### config.mk
export PLATFORM = sky130hd
export DESIGN_NAME = uart_out_arbiter
export DESIGN_NICKNAME = d
export VERILOG_FILES = /design/src/rtl/uart_out_arbiter.sv
export SDC_FILE = /design/constraint.sdc
export NUM_CORES = 1
export LEC_CHECK = 0
export ABC_CLOCK_PERIOD_IN_PS = 3700
export CORE_MARGIN = 5
export CORE_UTILIZATION = 47
export CTS_CLUSTER_DIAMETER = 50
export DETAILED_ROUTE_END_ITERATION = 16
export PLACE_DENSITY = 0.86
export SYNTH_ARGS = -nofsm -noshare
export SYNTH_HDL_FRONTEND = slang
export SYNTH_SLANG_ARGS = --single-unit
### constraint.sdc
create_clock -name clock -period 3.7 [get_ports clock]
set_input_delay 0.74 -clock clock [delete_from_list [all_inputs] [get_ports clock]]
set_output_delay 0.74 -clock clock [all_outputs]
set_load 0.01 [all_outputs]
### src/rtl/uart_out_arbiter.sv
// rtl/uart_out_arbiter.sv - round-robin arbiter of NUM_IN byte streams into a one-entry output buffer
// Optional line locking (one core's line stays contiguous) is enabled by defining UART_ARB_LINE_LOCK_EN.
module uart_out_arbiter #(
   parameter int NUM_IN    = 4,
   parameter int IDX_W     = 2,
   parameter int TIMEOUT   = 1024,
   parameter int TIMEOUT_W = 10
) (
   input  logic                  clock,
   input  logic                  reset,
   input  logic [NUM_IN-1:0]     in_canPeek,
   input  logic [8*NUM_IN-1:0]   in_peek,
   output logic [NUM_IN-1:0]     in_consume_en,
   output logic                  out_canPeek,
   output logic [7:0]            out_peek,
   input  logic                  out_consume_en
);

   localparam logic [7:0] NEWLINE = 8'h0A;

   logic              load;
   logic              grant_valid;
   logic [IDX_W-1:0]  grant_idx;
   logic [7:0]        grant_byte;
   logic [IDX_W-1:0]  ptr;
   logic [IDX_W-1:0]  ptr_next;
   logic [NUM_IN-1:0] eligible;

   function automatic logic [IDX_W-1:0] wrap_inc(input logic [IDX_W-1:0] i);
      if (int'(i) == NUM_IN - 1)
         return '0;
      else
         return i + IDX_W'(1);
   endfunction

   // The buffer can accept a byte when empty or when its current byte leaves this cycle.
   assign load = ~out_canPeek | out_consume_en;

   always_comb begin
      int               j;
      logic [IDX_W-1:0] cand;
      grant_valid = 1'b0;
      grant_idx   = '0;
      j           = 0;
      cand        = '0;
      for (int k = 0; k < NUM_IN; k++) begin
         j = int'(ptr) + k;
         if (j >= NUM_IN)
            j = j - NUM_IN;
         cand = IDX_W'(j);
         if (!grant_valid && load && eligible[cand]) begin
            grant_valid = 1'b1;
            grant_idx   = cand;
         end
      end
   end

   assign grant_byte = in_peek[8*grant_idx +: 8];

`ifdef UART_ARB_LINE_LOCK_EN
   typedef enum logic {IDLE, LOCKED} state_t;

   state_t                 state;
   state_t                 state_next;
   logic [IDX_W-1:0]       owner;
   logic [IDX_W-1:0]       owner_next;
   logic [TIMEOUT_W-1:0]   count;
   logic [TIMEOUT_W-1:0]   count_next;

   always_ff @(posedge clock or posedge reset) begin
      if (reset) begin
         state <= IDLE;
         owner <= '0;
         count <= '0;
      end else begin
         state <= state_next;
         owner <= owner_next;
         count <= count_next;
      end
   end

   always_comb begin
      state_next = state;
      owner_next = owner;
      count_next = count;
      ptr_next   = ptr;
      case (state)
         IDLE: begin
            if (grant_valid) begin
               ptr_next = wrap_inc(grant_idx);
               if (grant_byte != NEWLINE) begin
                  state_next = LOCKED;
                  owner_next = grant_idx;
                  count_next = '0;
               end
            end
         end
         LOCKED: begin
            if (grant_valid) begin
               count_next = '0;
               if (grant_byte == NEWLINE) begin
                  state_next = IDLE;
                  ptr_next   = wrap_inc(owner);
               end
            end else if (load) begin
               // Only an owner with nothing to send counts as idle; downstream stalls do not.
               if (count == TIMEOUT_W'(TIMEOUT - 2)) begin
                  state_next = IDLE;
                  ptr_next   = wrap_inc(owner);
                  count_next = '0;
               end else begin
                  count_next = count + TIMEOUT_W'(1);
               end
            end
         end
         default: state_next = IDLE;
      endcase
   end

   always_comb begin
      eligible = in_canPeek;
      if (state == LOCKED) begin
         eligible        = '0;
         eligible[owner] = in_canPeek[owner];
      end
   end
`else
   always_comb begin
      ptr_next = ptr;
      if (grant_valid)
         ptr_next = wrap_inc(grant_idx);
   end

   assign eligible = in_canPeek;
`endif

   always_comb begin
      in_consume_en = '0;
      if (grant_valid && !reset)
         in_consume_en[grant_idx] = 1'b1;
   end

   always_ff @(posedge clock or posedge reset) begin
      if (reset) begin
         out_canPeek <= 1'b0;
         out_peek    <= 8'h00;
         ptr         <= '0;
      end else begin
         ptr <= ptr_next;
         if (grant_valid) begin
            out_canPeek <= 1'b1;
            out_peek    <= grant_byte;
         end else if (out_consume_en) begin
            out_canPeek <= 1'b0;
         end
      end
   end

endmodule

==> impl_metrics.json, run 1 <==
{
  "run_status": "finished clean",
  "cts_tree": "yes",
  "setup_slack_ns": 0.110,
  "critical_path.max_fanout": 4,
  "wl_um": 4410,
  "initial_utilization_pct": 50.4,
  "syn_avg_cell_area_um2": 8.00,
  "synthSimpleGateAreaFrac_pct": 22.8,
  "drive_above_1_share_pct": 14.7,
  "setup_viol": 0,
  "synthesis.nets": 202,
  "min_period_ns": 3.59,
  "switchingPower_w": 0.000374,
  "yosysMostFrequentCell": "nand2_1",
  "max_clock_freq_mhz": 279,
  "setup.worst_path.class": "in2out",
  "core.rowCount": 18,
  "synthTopCellsByArea": "dfrtp_1 (22%), a211oi_1 (8.3%), nand2_1 (6.2%)",
  "min_path_type": "reg2reg",
  "combinationalPowerShare_pct": 65.8,
  "cts-root-buf": "clkbuf_4",
  "die_x_um": 62.0,
  "antenna_cells": 0,
  "clkPwrFrac_pct": 10.1,
  "hold_violations": 0,
  "grt_pass1_vias": 1456,
  "r2r-start": "ptr[1]",
  "p_total_w": 0.000856,
  "synth_compound_area_share_pct": 39.7,
  "gr-max-usage-layer": "met2",
  "io_pins": 52,
  "max_stage_delay_ns": 0.53,
  "synthXorXnorAreaFrac_pct": 0,
  "fin_crit_sh_pct": 97.0,
  "core_area_um2": 2520,
  "yosysSeqAreaShare_pct": 21.6,
  "cts_inserted_buffers": 3,
  "worstSetupStartpointType": "primary input",
  "grtUsageTotal_pct": 23.7,
  "grt_start_max_net_pins": 25,
  "p_per_area_nw_per_um2": 448,
  "cp_common_cell": "clkdlybuf4s50_1",
  "cp_cell_sequence": "clkdlybuf4s50_1 -> nor3b_4 -> a2111oi_4 -> a211o_1 -> inv_2 -> ha_1 -> and3_1 -> clkdlybuf4s50_1",
  "drv_slew": 0,
  "peakVddDrop_v": 0.000337,
  "cp_num_buf_inv": 3,
  "cap_viol_max_count": 0,
  "clkLatencyLatePin_ns": 0.27,
  "dp_hpwl_um": 3300,
  "grt_util_met1_pct": 33.4,
  "ys_ff_latch": 11,
  "postRouteAntennaNets": 0,
  "dr.pass1.iters": 4,
  "antenna_found_initial": 0,
  "leakage_nw": 0.810,
  "clk_path_buf_depth": 2,
  "fin_nets": 261,
  "dieHeight_um": 62.0,
  "die_area_um2": 3850,
  "synth_top_cell_by_area": "dfrtp_1",
  "syn_inst": 159,
  "cts_htree_levels": 1,
  "grt_use_met3_pct": 2.48,
  "power.share.switching_pct": 43.7,
  "vias_per_cell": 6.26,
  "async_flop_share_pct": 100,
  "fin_setup_tns_ns": 0,
  "synth_top_family_by_area": "compound AO/OA/AOI/OAI gates",
  "clkTransAtPathRegs_ns": 0.08,
  "wl_per_cell_um": 17.8,
  "via_count": 1546,
  "grt_overflow_total": 0,
  "drt_iter0_drc": 92,
  "relSlewSlack_pct": 44.0,
  "use_met2_pct": 36.7,
  "synth.top_cell.area_share_pct": 21.6,
  "crit_path_start": "in_canPeek[3]",
  "critPathSlowestCell": "clkdlybuf4s50_1",
  "ys_warn_count": 0,
  "yosysUniqueCellTypes": 43,
  "place_ws_ns": -0.102,
  "portBuffers": 51,
  "rsz0062_at_grt": "no",
  "ctsHoldBuffers": 0,
  "synth-edff-count": 0,
  "drcViolationCount": 0,
  "yosys-mux-area-fraction_pct": 2.56,
  "clock-skew-final_ns": 0.00476,
  "pwr-share-seq_pct": 24.1,
  "synth.top_cells.by_count": "nand2_1 (21), a211oi_1 (14), dfrtp_1 (11)",
  "cts.sinks": 11,
  "gp_congestion": 0.836,
  "path_delay_family": "buffers and inverters",
  "syn_area_um2": 1270,
  "areaGrowthSynthToFinish_pct": 50.1,
  "required_ns": 2.96,
  "worst_pin_slew_ns": 0.819,
  "arrival_ns": 2.85,
  "synth_adder_area_share_pct": 3.93,
  "internal_power_w": 0.000482,
  "synthFlopType": "dfrtp_1",
  "grt_pass1_wl_um": 6850,
  "critPathCaptureType": "output port",
  "hold_start": "out_peek[1]"
}
==> metal layers <==
metal,wire [µm],vias up
met5,0,-
li1,-,738
met4,53,0
met3,384,8
met2,2150,85
met1,1820,715
==> cell type report <==
class | instances | area, µm²
flip-flops and latches | 11 | 275
well taps | 30 | 37.5
clock buffers | 4 | 26.3
fillers | 199 | 612
repair buffers | 70 | 658
multi-input cells | 125 | 887
inverters | 7 | 26.3
==> layout by cell type (no fill, tap or decap), drive strengths merged, types with 2 or more instances in the layout <==
cell type / Yosys / routed
o31a: 7 / 7
nand2b: 4 / 4
dlymetal6s2s: 0 / 3
nand3: 5 / 5
buf: 11 / 19
nand2: 21 / 21
a21boi: 2 / 2
a2111oi: 2 / 2
nor4: 8 / 8
a21oi: 5 / 5
a211oi: 14 / 14
inv: 7 / 7
ha: 4 / 4
nor2: 10 / 10
clkdlybuf4s50: 0 / 46
a221oi: 9 / 9
dfrtp: 11 / 11
o21ai: 7 / 7
and3: 4 / 4
clkbuf: 5 / 4
a31oi: 2 / 2
dlygate4sd2: 0 / 2
a311oi: 7 / 7
==> sequential cells by signal, indices dropped and copies added (netlist names) <==
signal	count
out_peek	8
ptr	2
out_canPeek	1
==> timing repair <==
| action | in CTS | in global routing |
|---|---|---|
| pin swaps | 1 | 1 |
| buffers inserted | 0 | 1 |
| gates resized for setup | 2 | 6 |
| cloned | 0 | 0 |
| setup endpoints to repair | 4 | 4 |
==> power groups by stage <==
stage	Sequential, W	Clock (W)	Combinational, W
floorplan	0.000208	0	0.000320
global placement	0.000204	0	0.000532
detailed placement	0.000208	0	0.000546
CTS	0.000205	0.0000859	0.000549
global route	0.000213	0.0000899	0.000608
finish	0.000206	0.0000867	0.000564
==> final timing paths <==
| kind | endpoint | slack (ns) | cells after the start |
|---|---|---|---|
| max in group asynchronous | out_peek[0] | 2.57 | 2 |
| max reg2reg | out_peek[1] | 1.19 | 7 |
| min | out_peek[1] | 0.51 | 2 |
| min reg2reg | out_peek[1] | 0.51 | 2 |
| min in group asynchronous | out_peek[1] | 0.79 | 2 |
| max | in_consume_en[3] | 0.11 | 8 |
==> per-stage QoR <==
stage	utilization [%]	hold WS, ns	std cells	area, µm²
2_1_floorplan	-	0.517	159	1270
3_3_place_gp	73.9	0.465	242	1860
3_5_place_dp	73.9	0.500	242	1860
4_1_cts	74.8	0.517	246	1890
5_1_grt	75.7	0.531	247	1910
6_report	75.7	0.507	247	1910
==> tightest hold or removal path: stages, from the launching register on <==
cell,delay (ns)
dfrtp_1,0.35
nand2_1,0.05
o31ai_1,0.07
==> cell families (layout without fill, tap and decap cells) <==
logic type | Yosys count | after routing
compound gates | 61 | 61
buf+inv | 23 | 81
flops | 11 | 11
mux | 2 | 2
simple gates | 58 | 58
fa+ha+maj | 4 | 4
No activity file was read; power rests on OpenSTA's default activity.
==> run 2: changes to the inputs <==
--- a/config.mk
+++ b/config.mk
@@ -9,6 +9,7 @@
 export CORE_MARGIN = 5
 export CORE_UTILIZATION = 47
 export CTS_CLUSTER_DIAMETER = 50
+export CTS_CLUSTER_SIZE = 10
 export DETAILED_ROUTE_END_ITERATION = 16
 export PLACE_DENSITY = 0.86
 export SYNTH_ARGS = -nofsm -noshare
==> results of run 2 <==
The final DEF is identical to that of run 1; final timing and power are the same.
